[config.mk]
export PLATFORM = sky130hd
export DESIGN_NAME = stopwatch_key_ctrl
export DESIGN_NICKNAME = d
export VERILOG_FILES = /design/src/rtl/stopwatch_key_ctrl.sv
export SDC_FILE = /design/constraint.sdc
export NUM_CORES = 1
export LEC_CHECK = 0
export BUFFER_PORTS_ARGS = -buffer_cell sky130_fd_sc_hd__buf_4
export CAP_MARGIN = 10
export CORE_MARGIN = 10
export CORE_UTILIZATION = 62
export DETAILED_ROUTE_END_ITERATION = 10
export GPL_ROUTABILITY_DRIVEN = 1
export PLACE_DENSITY_LB_ADDON = 0.3
export SLEW_MARGIN = 15
export SYNTH_ARGS = -nofsm -noshare
export SYNTH_HDL_FRONTEND = slang
export SYNTH_SLANG_ARGS = --single-unit
[constraint.sdc]
create_clock -name clk -period 3.38 [get_ports clk]
set_input_delay 0.169 -clock clk [delete_from_list [all_inputs] [get_ports clk]]
set_output_delay 0.169 -clock clk [all_outputs]
set_load 0.01 [all_outputs]
[src/rtl/stopwatch_key_ctrl.sv]
// Key front end for the stopwatch: synchronizes and debounces three active-low keys,
// sequences OFF/RUN/PAUSE, generates the one-second tick and holds clear until a tick consumes it.
//   state | meaning
//   OFF   | counter disabled, tick generator held at 0
//   RUN   | counter enabled and counting
//   PAUSE | counter enabled but held (stop=1), tick still runs
module stopwatch_key_ctrl #(
    parameter int DEBOUNCE_CYCLES = 1000000,
    parameter int TICK_CYCLES     = 50000000
) (
    input  logic       clk,
    input  logic       rst,
    input  logic [2:0] key_n,
    output logic       en,
    output logic       stop,
    output logic       clear,
    output logic       tick_1s,
    output logic [1:0] state
);

    localparam int DBW = (DEBOUNCE_CYCLES > 1) ? $clog2(DEBOUNCE_CYCLES) : 1;
    localparam int TKW = (TICK_CYCLES > 1) ? $clog2(TICK_CYCLES) : 1;
    localparam logic [DBW-1:0] DB_LAST = DBW'(DEBOUNCE_CYCLES - 1);
    localparam logic [TKW-1:0] TK_LAST = TKW'(TICK_CYCLES - 1);

    typedef enum logic [1:0] {
        ST_OFF   = 2'b00,
        ST_RUN   = 2'b01,
        ST_PAUSE = 2'b10
    } state_t;

    state_t         state_q;
    state_t         state_d;
    logic [2:0]     sync_a;
    logic [2:0]     sync_b;
    logic [2:0]     deb;
    logic [2:0]     press;
    logic [DBW-1:0] db_cnt [3];
    logic [TKW-1:0] tick_cnt;
    logic           en_d;
    logic           stop_d;
    logic           clear_d;
    logic           ev_ss;
    logic           ev_clr;
    logic           ev_pwr;

    // press[i] is registered alongside the debounced value so the FSM reacts one edge later
    always_ff @(posedge clk or posedge rst) begin
        if (rst) begin
            sync_a <= 3'b111;
            sync_b <= 3'b111;
            deb    <= 3'b111;
            press  <= 3'b000;
            for (int i = 0; i < 3; i++) db_cnt[i] <= '0;
        end else begin
            sync_a <= key_n;
            sync_b <= sync_a;
            press  <= 3'b000;
            for (int i = 0; i < 3; i++) begin
                if (sync_b[i] == deb[i]) begin
                    db_cnt[i] <= '0;
                end else if (db_cnt[i] == DB_LAST) begin
                    db_cnt[i] <= '0;
                    deb[i]    <= sync_b[i];
                    press[i]  <= ~sync_b[i];
                end else begin
                    db_cnt[i] <= db_cnt[i] + 1'b1;
                end
            end
        end
    end

    assign ev_ss  = press[0];
    assign ev_clr = press[1];
    assign ev_pwr = press[2];

    always_ff @(posedge clk or posedge rst) begin
        if (rst) begin
            tick_cnt <= '0;
        end else if (state_q == ST_OFF || tick_cnt == TK_LAST) begin
            tick_cnt <= '0;
        end else begin
            tick_cnt <= tick_cnt + 1'b1;
        end
    end

    assign tick_1s = (state_q != ST_OFF) && (tick_cnt == TK_LAST);

    always_ff @(posedge clk or posedge rst) begin
        if (rst) begin
            state_q <= ST_OFF;
            en      <= 1'b0;
            stop    <= 1'b0;
            clear   <= 1'b0;
        end else begin
            state_q <= state_d;
            en      <= en_d;
            stop    <= stop_d;
            clear   <= clear_d;
        end
    end

    always_comb begin
        state_d = state_q;
        case (state_q)
            ST_OFF: begin
                if (ev_pwr) state_d = ST_RUN;
            end
            ST_RUN: begin
                if (ev_pwr)     state_d = ST_OFF;
                else if (ev_ss) state_d = ST_PAUSE;
            end
            ST_PAUSE: begin
                if (ev_pwr)     state_d = ST_OFF;
                else if (ev_ss) state_d = ST_RUN;
            end
            default: state_d = ST_OFF;
        endcase

        en_d    = (state_d != ST_OFF);
        stop_d  = (state_d == ST_PAUSE);
        clear_d = clear;
        // a new clear request beats the tick that would otherwise retire it
        if (state_d == ST_OFF)                    clear_d = 1'b0;
        else if (ev_clr && state_q != ST_OFF)     clear_d = 1'b1;
        else if (tick_1s)                         clear_d = 1'b0;
    end

    assign state = state_q;

endmodule

# After elaboration in Yosys (flattened, before gate mapping)
# Index checks and enable logic that the tools add are counted.
totals:
  reg_bits: 103
  word_cells: 67
  output_inout_bits: 6
  input_bits: 5
classes:
  reduce_logical: 11
  eq_ne: 10
  muxes: 22
  bitwise_logic: 6
  add_sub_neg: 4
ops:
  columns: ["op", "n"]
  rows:
  - ["$mux W20", 6]
  - ["$add A20 B1 Y20 const B", 3]
  - ["$eq A20 B20 Y1 const B", 3]
  - ["$add A26 B1 Y26 const B", 1]
  - ["$eq A26 B26 Y1 const B", 1]
  - ["$mux W26", 1]
  - ["$mux W2", 5]
  - ["$mux W1", 9]
  - ["$not A1 Y1", 6]
  - ["$pmux W2 S3", 1]
  - ["$reduce_and A2 Y1", 3]
  - ["$eq A2 B2 Y1 const B", 2]
  - ["$logic_not A2 Y1", 2]
  - ["$reduce_bool A2 Y1", 2]
  - ["$eq A1 B1 Y1", 3]
  - ["$reduce_bool A3 Y1", 1]
  - ["$eq A2 B1 Y1 const B", 1]
  - ["$logic_and A1 B1 Y1", 2]
  - ["$logic_or A1 B1 Y1", 1]

# Longest topological paths before layout
# Gate-level depths: netlist (run 1).
logic_depth:
  word_depth: 5
  mapped_depth: 7
  ltp_nobuf: 5

# Worst setup path before layout (run 1)
# Ideal clock, no wire load.
synth_timing:
  kind: "register to register"
  start: "register db_cnt[20] (netlist bit)"
  end: "register db_cnt[38] (netlist bit)"
  synth_period_minus_slack_ps: 2028
  t_required_ps: 3302
  path_stages_with_launch: 7
  setup_time_ps: 78
  arrival_time_ps: 1950
  slack_ps: 1352
  path_cell_list: "dfrtp_1 ha_1 nand4_2 or4_1 buf_2 or4_1 a21oi_1"
synth_via:
  elab_chain_len: 3
  word_cells_on_any_way: 4
  classes_between: "1 x add/sub; 1 x eq/ne; 2 x mux"
synth_lines:
  columns: ["element", "line", "text"]
  rows:
  - ["from (decl)", "38", "logic [DBW-1:0] db_cnt [3];"]
  - ["from (signal, indexed assignment)", "67", "db_cnt[i] <= db_cnt[i] + 1'b1;"]
  - ["$add A20 B1 Y20 or $eq A20 B20 Y1 (tied branches)", "67, 62", null]
  - ["$mux W20 *", "62", "end else if (db_cnt[i] == DB_LAST) begin"]
  - ["$mux W20 *", "60", "if (sync_b[i] == deb[i]) begin"]
# Every way passes the cells marked *; elsewhere a longest branch is shown, timed or not.
# A chain may end at the register's enable or synchronous reset.

# Final worst setup path (run 1)
layout_timing:
  start: "register tick_cnt[0]"
  end: "register tick_cnt[12]"
layout_via:
  elab_chain_len: 3
  word_cells_on_any_way: 4
  classes_between: "1 x add/sub; 1 x eq/ne; 1 x mux; 1 x reduce/logical"
layout_lines:
  columns: ["element", "line", "text"]
  rows:
  - ["from (decl)", "39", "logic [TKW-1:0] tick_cnt;"]
  - ["from (signal assigned)", "83", "tick_cnt <= tick_cnt + 1'b1;"]
  - ["parallel branches: the longest is 2 deep, another holds $add A26 B1 Y26", null, null]
  - ["$mux W26 *", "80", "end else if (state_q == ST_OFF || tick_cnt == TK_LAST) begin"]
# Every way passes the cells marked *.

==> results of run 1 <==
## path summary, 6_finish.rpt
| path | from | to | slack, ns | cells after the start |
|---|---|---|---|---|
| worst min-delay path | rst | db_cnt[12] | -0.02 | 2 |
| worst max register to register | tick_cnt[0] | tick_cnt[12] | 0.89 | 6 |
| max in group asynchronous | rst | db_cnt[41] | 2.64 | 3 |
| worst max-delay path | tick_cnt[0] | tick_cnt[12] | 0.89 | 6 |
| min in group clk | sync_a[2] | sync_b[2] | 0.36 | 0 |
| worst min register to register | sync_a[2] | sync_b[2] | 0.36 | 0 |
## critical path, delay by kind of cell (launching register included)
family / cells / cell delay [ns]
AO/OA/AOI/OAI: 2 / 0.62
adder cells (fa/ha/maj): 1 / 0.28
buffers and inverters: 1 / 0.32
flip-flops: 1 / 0.42
AND/OR/NAND/NOR: 2 / 0.75
## where the power goes
group | switching (mW) | internal, mW | total (mW)
Combinational | 0.0446 | 0.0196 | 0.0642
Sequential | 0.0120 | 1.25 | 1.26
Clock | 0.437 | 0.449 | 0.887
Total | 0.494 | 1.72 | 2.21
## Yosys cell counts (all sizes together)
cell type / count
o21ba: 1
nand3b: 1
nand2: 26
nand4bb: 2
nor4: 18
nand2b: 2
nor4b: 5
mux2i: 1
o31ai: 15
buf: 4
mux2: 3
a31o: 2
o22ai: 1
xnor2: 30
a21oi: 29
inv: 18
a21bo: 1
nor2: 69
xor2: 20
nor3: 15
nand4: 23
dfstp: 9
or2: 1
nand3: 33
and4: 6
and2: 2
and3: 11
nor2b: 3
clkbuf: 14
o31a: 1
dfrtp: 94
and3b: 1
a211oi: 1
o21a: 1
a21boi: 1
o21ai: 17
ha: 4
or4: 16
or3: 11
## final cells by class
class / instances / area, sq um
Sequential cell: 103 / 2590
Fill cell: 595 / 2330
Multi-Input combinational cell: 373 / 2260
Timing Repair Buffer: 19 / 150
Clock buffer: 10 / 138
Tap cell: 102 / 128
Clock inverter: 6 / 97.6
Inverter: 18 / 70.1
## registers in the layout, indices dropped and copies added, names as in the netlist
name	count
stop	1
press	3
deb	3
db_cnt	60
sync_b	3
sync_a	3
state	2
en	1
tick_cnt	26
clear	1
## per-layer routing
layer	vias up	wire length, microns
met5	-	0
met4	0	82
met3	8	276
met2	57	4770
met1	1865	4340
li1	1875	-
## cells by family after synthesis
group,synth area share (%)
AOI/OAI and AO/OA,8.48
xor gates and xnor gates,8.78
adders and majority gates,1.00
buffers and inverters,2.81
DFF,51.9
muxes,0.878
and+or+nand+nor,26.1
==> impl_metrics.tcl, run 1 <==
set metrics [dict create \
    final_area_sq_um 5430 \
    end_kind "register" \
    cpPeakStageDelay_ns 0.66 \
    drtIter0Drc 163 \
    dpl_cell_area_sq_um 5170 \
    syn-mean-instance-area_sq_um 9.74 \
    syn_nets 521 \
    path_cells "ha_1, nand2_1, or4_1, o22ai_1, buf_4, o21ba_2" \
    pin_count 11 \
    drt-total-wl_microns 9470 \
    dp_cells 612 \
    via_count 3805 \
    synthDistinctLibCells 42 \
    fin_crit_ns 2.49 \
    final_cells 631 \
    yosys_warnings 0 \
    ys_ff_latch 103 \
    grt_use_met2_pct 27.8 \
    drc 0 \
    rsz0062_at_grt "no" \
    grt_use_total_pct 16.9 \
    cpMaxStageDelayCell "or4_1" \
    period_share_pct 73.6 \
    gr-usage-met3_pct 4.39 \
    maxSlewViolCount 0 \
    hold_buffers 3 \
    vias_per_cell 6.03 \
    tightest_slew_ns 0.854 \
    ir_drop_mv 0.301 \
    fmax_mhz 402 \
    setup-tns-final_ns 0 \
    final_cell_mix "94 x dfrtp_1, 69 x nor2_1, 33 x nand3_1" \
    ctsHtreeMaxLevel 3 \
    cts_sinks 103 \
    postRouteAntennaNets 0 \
    place_congestion 0.866 \
    power_leakage_nw 2.13 \
    placeableCoreArea_sq_um 7770 \
    diodes 0 \
    grt_pass1_wl_microns 16700 \
    die_width_microns 110 \
    start_util_pct 64.2 \
    power_density_nw_per_um2 407 \
    hold_viol 18 \
    post_cts_resized 0 \
    dr.pass1.iters 4 \
    arrival_ns 2.74 \
    cts-root-buf "clkbuf_8" \
    dieHeight_microns 110 \
    grt_max_degree 73 \
    ys_top_cells_by_area "dfrtp_1 47%, xnor2_1 5.3%, nor2_1 5.2%" \
    die-area_sq_um 12000 \
    synth_area_sq_um 4990 \
    clk_pin_slew_ns 0.10 \
    post_cts_buffers 0 \
    use_met1_pct 21.8 \
    top_usage_layer "met2" \
    finalPower_mw 2.21 \
    final_core_utilization_pct 70.0 \
    fin_nets 533 \
    setup_viol 0 \
    layout-area-overhead-vs-synth_pct 8.98 \
    hpwl_microns 6530 \
    max-slew-margin-rel_pct 43.1 \
    drive_gt1_share_pct 10.0 \
    num_rows 32 \
    cts.path.max_buffers 2 \
    antenna_found_initial 0 \
    grt_pass1_vias 3665 \
    final_common_cell "dfrtp_1" \
    path_class "register to register" \
    fin_hold_ws_ns -0.0209 \
    yosysTopAreaCellShare_pct 47.2 \
    required_ns 3.64 \
    clkLatencyLatePin_ns 0.36 \
    violations "hold timing" \
    cp-start-kind "register" \
    io_buffers 10 \
    setup_slack_ns 0.893 \
    grt.overflow.total 0 \
    postSynthCellCount 512 \
    dp_slack_ns 0.951 \
    cts_tree "yes" \
    skew_ns 0.00961 \
    holdCritPathClass "input pin to asynchronous set/reset pin" \
    status "finished with violations" \
    wire_per_inst_microns 15.0 \
    ys_seq_area_share_pct 51.9 \
    drv_cap 0 \
    cts_inserted_buffers 9 \
    cp_max_fo 19 \
    yosys.area.top_type "dfrtp_1" \
]
No activity file was read; power rests on OpenSTA's default activity.
==> inputs of run 2 (changes only) <==
- CORE_UTILIZATION: 62 -> 56
- clock period: 3.38 -> 2.15 ns (I/O delays scaled with it)
==> run 2 against run 1 <==
Effect of this change: the run now ends clean; via count up 0.39%; sequential share of layout area down 0.97 points; count of clock-buffer cells in the layout unchanged; die area up 8.7%; fmax up 22%; critical endpoint is now db_cnt[38].
==> impl_metrics.tcl, run 2 (same netlist as run 1, synthesis figures left out) <==
set metrics [dict create \
    placeableCoreArea_sq_um 8680 \
    grt.overflow.total 0 \
    ctsHtreeMaxLevel 3 \
    postRouteAntennaNets 0 \
    hold_path_end "sync_b[0]" \
    status "finished clean" \
    dr.pass1.iters 4 \
    reg2reg_depth 5 \
    io_buffers 10 \
    fmax_mhz 490 \
    final_common_cell "dfrtp_1" \
    antenna_found_initial 0 \
    fin_crit_ns 2.04 \
    grt_pass1_vias 3803 \
    r2r_end "db_cnt[38]" \
    drv_cap 0 \
    ir_drop_mv 0.397 \
    final_cell_mix "94 x dfrtp_1, 69 x nor2_1, 33 x nand3_1" \
    via_count 3820 \
    layout-area-overhead-vs-synth_pct 11.2 \
    grt_use_total_pct 15.1 \
    p_clk_share_pct 36.3 \
    power_density_nw_per_um2 592 \
    swShare_pct 22.6 \
    drt-total-wl_microns 9350 \
    path_class "register to register" \
    cts.path.max_buffers 2 \
    drtIter0Drc 188 \
    required_ns 2.44 \
    rrSetupSlack_ns 0.11 \
    hpwl_microns 6630 \
    cts_tree "yes" \
    fin_hold_ws_ns 0.361 \
    drc 0 \
    grt_pass1_wl_microns 16900 \
    cp_max_fo 7 \
    hold_start "sync_a[0]" \
    arrival_ns 2.33 \
    cp-start-kind "register" \
    path_cells "ha_2, nand4_2, or4_4, or4_1, a21oi_1" \
    tightest_slew_ns 0.705 \
    clk_pin_slew_ns 0.09 \
    maxSlewViolCount 0 \
    end_kind "register" \
    diodes 0 \
    internal_power_mw 2.54 \
    fillers 724 \
    max-slew-margin-rel_pct 52.9 \
    multi_input_area_sq_um 2270 \
    power_leakage_nw 2.17 \
    holdCritPathClass "register to register" \
    r2r-start "db_cnt[21]" \
    min_delay_path_depth 0 \
    dieHeight_microns 114 \
    cts_inserted_buffers 9 \
    num_rows 34 \
    largest_registers "db_cnt: 60 flops, tick_cnt: 26 flops" \
    skew_ns 0.0101 \
    cts_sinks 103 \
    fin_nets 547 \
    clkLatencyLatePin_ns 0.36 \
    grt_max_degree 39 \
    drive_gt1_share_pct 12.5 \
    start_util_pct 57.5 \
    cpMaxStageDelayCell "or4_4" \
    p_comb_share_pct 3.4 \
    die-area_sq_um 13100 \
    p_seq_share_pct 60.2 \
    die_width_microns 114 \
    pin_count 11 \
    largest_reg_flops 60 \
    setup_viol 0 \
    vias_per_cell 5.87 \
    largest_register "db_cnt" \
    wire_per_inst_microns 14.4 \
    p_switching_uw 744 \
    cpPeakStageDelay_ns 0.59 \
    setup-tns-final_ns 0 \
    seqCellArea_sq_um 2590 \
    place_congestion 0.870 \
    period_share_pct 95.0 \
    cts-root-buf "clkbuf_8" \
    hold_viol 0 \
]
==> run 2: changes by cell type in the layout (fill, tap and decap cells not counted), moves of 2 or more <==
cell and change:
buf_12 +2, buf_4 +11, clkinvlp_4 +5, or4_1 -2, or4_4 +2
==> run 2: worst max-delay path: cells and delay by family (launching register included) <==
family,cells,cell delay (ns)
AND/OR/NAND/NOR,3,1.17
adder cells (fa/ha/maj),1,0.24
flip-flops,1,0.41
AO/OA/AOI/OAI,1,0.16
==> run 2: routing by layer <==
metal / vias to the layer above / part of all wire [%] / global-route usage [%]
met5: - / 0 / 0
met4: 0 / 0.88 / 3.68
met3: 9 / 2.5 / 3.67
met2: 41 / 50 / 25.8
met1: 1886 / 47 / 18.9
li1: 1884 / - / -
==> run 2: what timing repair did <==
action	in CTS	in global routing
hold buffers	4	0
gates resized for setup	1	2
setup buffers	0	2
hold endpoints to repair	30	0
cloned	0	0
endpoints found under the setup margin	1	3
==> run 2: worst max-delay path by stage <==
stage           startpoint    endpoint  slack (ns)  depth (start not counted)
6_report        db_cnt[21]  db_cnt[38]        0.11                          5
5_1_grt        tick_cnt[0]     tick_1s       -0.02                          5
4_1_cts         db_cnt[21]  db_cnt[38]       0.009                          5
3_5_place_dp    db_cnt[21]  db_cnt[38]        0.02                          5
3_3_place_gp    db_cnt[21]  db_cnt[38]        0.11                          5
2_1_floorplan   db_cnt[20]  db_cnt[38]        0.12                          6
==> run 2: power groups by stage <==
stage          combinational (mW)  sequential [mW]  clock (mW)
2_1_floorplan              0.0674             2.01           0
3_3_place_gp                0.106             2.01           0
3_5_place_dp                0.110             2.02           0
4_1_cts                     0.116             1.98        1.25
5_1_grt                     0.131             1.98        1.31
6_report                    0.112             1.98        1.19
==> run 2: stage by stage <==
step	total power [mW]	worst slack, ns	utilization [%]	area, sq um	cells
floorplan	2.08	0.122	-	4990	512
finish	3.29	0.108	63.9	5550	651
CTS	3.34	0.00896	63.7	5530	649
global placement	2.12	0.106	60.9	5290	629
global route	3.43	-0.0192	63.9	5550	651
detailed placement	2.13	0.0182	60.9	5290	629
==> run 2: final cells by class <==
cell class,count,share of cell area [%]
clock buffer,10,2.30
clock inverter,6,1.24
inverter,18,1.29
multi-input combinational,373,41.0
sequential,103,46.7
tap,108,2.44
timing repair buffer,33,5.10
==> inputs of run 3 (changes only) <==
- RECOVER_POWER: not set -> 50
==> run 3 against run 2 <==
Effect of this change: fmax grew 0.19%; worst setup slack better by 0.0039 ns; global-route usage is the same; sequential cell count unchanged; critical endpoint unchanged; combinational power fell by 4%; sequential share of layout area increased by 0.22 points; clock power barely moved; largest power group unchanged; largest cell class unchanged; sequential power barely moved; register-to-register slack is essentially flat; wire length hardly changed; final area down 0.47%; clock skew barely moved.
==> impl_metrics.tcl, run 3 (same netlist as run 1, synthesis figures left out) <==
set metrics [dict create \
    fin_crit_ns 2.04 \
    clkLatencyLatePin_ns 0.36 \
    cp-endpoint "db_cnt[38]" \
    rrSetupSlack_ns 0.11 \
    cts-root-buf "clkbuf_8" \
    cp_max_fo 7 \
    ctsHtreeMaxLevel 3 \
    drtIter0Drc 178 \
    dieHeight_microns 114 \
    vias_per_cell 5.87 \
    min_delay_path_depth 0 \
    holdCritPathClass "register to register" \
    max-slew-margin-rel_pct 7.64 \
    largest_reg_flops 60 \
    power_density_nw_per_um2 595 \
    start_util_pct 57.5 \
    grt_use_total_pct 15.1 \
    setup-tns-final_ns 0 \
    antenna_found_initial 0 \
    hpwl_microns 6630 \
    setup.worst_path.start "db_cnt[21]" \
    place_congestion 0.870 \
    r2r_end "db_cnt[38]" \
    power_leakage_nw 2.15 \
    status "finished clean" \
    fmax_mhz 491 \
    dr.pass1.iters 4 \
    final_cells 651 \
    layout-area-overhead-vs-synth_pct 10.7 \
    largest_register "db_cnt" \
    io_buffers 10 \
    drt-total-wl_microns 9350 \
    dp_cells 629 \
    placeableCoreArea_sq_um 8680 \
    grt_pass1_wl_microns 16900 \
    ir_drop_mv 0.398 \
    wire_per_inst_microns 14.4 \
    tightest_slew_ns 1.38 \
    grt.overflow.total 0 \
    path_class "register to register" \
    hold_viol 0 \
    dp_slack_ns 0.0182 \
    die_width_microns 114 \
    arrival_ns 2.33 \
    cts_sinks 103 \
    cts_tree "yes" \
    via_count 3823 \
    setup_slack_ns 0.112 \
    reg2reg_depth 5 \
    r2r-start "db_cnt[21]" \
    pin_count 11 \
    setup_viol 0 \
    grt_max_degree 39 \
    drive_gt1_share_pct 12.0 \
    end_kind "register" \
    maxSlewViolCount 0 \
    period_share_pct 94.8 \
    cp-start-kind "register" \
    clk_pin_slew_ns 0.09 \
    grt_pass1_vias 3803 \
    required_ns 2.44 \
    cts_inserted_buffers 9 \
    fin_nets 547 \
    postRouteAntennaNets 0 \
    num_rows 34 \
    final_common_cell "dfrtp_1" \
    drv_cap 0 \
    finalPower_mw 3.29 \
    final_cell_mix "94 x dfrtp_1, 69 x nor2_1, 33 x nand3_1" \
    die-area_sq_um 13100 \
    cts.path.max_buffers 2 \
    skew_ns 0.0102 \
    drc 0 \
    largest_registers "db_cnt: 60 flops, tick_cnt: 26 flops" \
    diodes 0 \
]
-- run 3: cell count changes in the layout (fill, tap and decap cells not counted), sizes merged --
cell	change
buf	-8
clkbuf	+8
-- run 3: area by class of cell --
cell class	count	area, sq um
Fill cell	726	3160
Sequential cell	103	2590
Multi-Input combinational cell	373	2270
Timing Repair Buffer	33	259
Tap cell	108	135
Clock buffer	10	128
Clock inverter	6	68.8
Inverter	18	68.8
-- run 3: worst min-delay path by stage --
stage	startpoint	to	slack [ns]
finish	sync_a[0]	sync_b[0]	0.36
global route	sync_a[2]	sync_b[2]	0.37
CTS	sync_a[0]	sync_b[0]	0.36
detailed placement	key_n[0]	sync_a[0]	0.22
global placement	key_n[2]	sync_a[2]	0.22
floorplan	key_n[0]	sync_a[0]	0.11
-- run 3: per-stage QoR --
stage                     area (sq um)  hold WS [ns]  util (%)
after floorplan                   4990         0.112         -
after global placement            5290         0.217      60.9
after detailed placement          5290         0.219      60.9
after CTS                         5530         0.364      63.7
after global routing              5520         0.369      63.6
final                             5520         0.361      63.6
-- run 3: critical path, cell delays in order, from the launching register on --
cell and delay, ns:
dfrtp_1 0.40, ha_2 0.24, nand4_2 0.09, or4_4 0.59, or4_1 0.48, a21oi_1 0.16
-- run 3: what timing repair did --
item / in CTS / in global routing
pin swaps: 0 / 0
endpoints found under the hold margin: 30 / 0
setup endpoints to repair: 1 / 3
hold buffers: 4 / 0
buffers inserted: 0 / 2
gates resized for setup: 1 / 2
-- run 3: metal layers --
layer / vias up / routed length (microns) / global-route usage, %
met5: - / 0 / 0
met4: 0 / 83 / 3.68
met3: 7 / 227 / 3.67
met2: 41 / 4680 / 25.8
met1: 1889 / 4360 / 18.9
li1: 1886 / - / -
-- run 3: power breakdown --
group / leakage (nW) / internal, mW / switching, mW
clock: 0.0851 / 0.542 / 0.656
sequential: 1.40 / 1.96 / 0.0195
combinational: 0.667 / 0.0374 / 0.0709
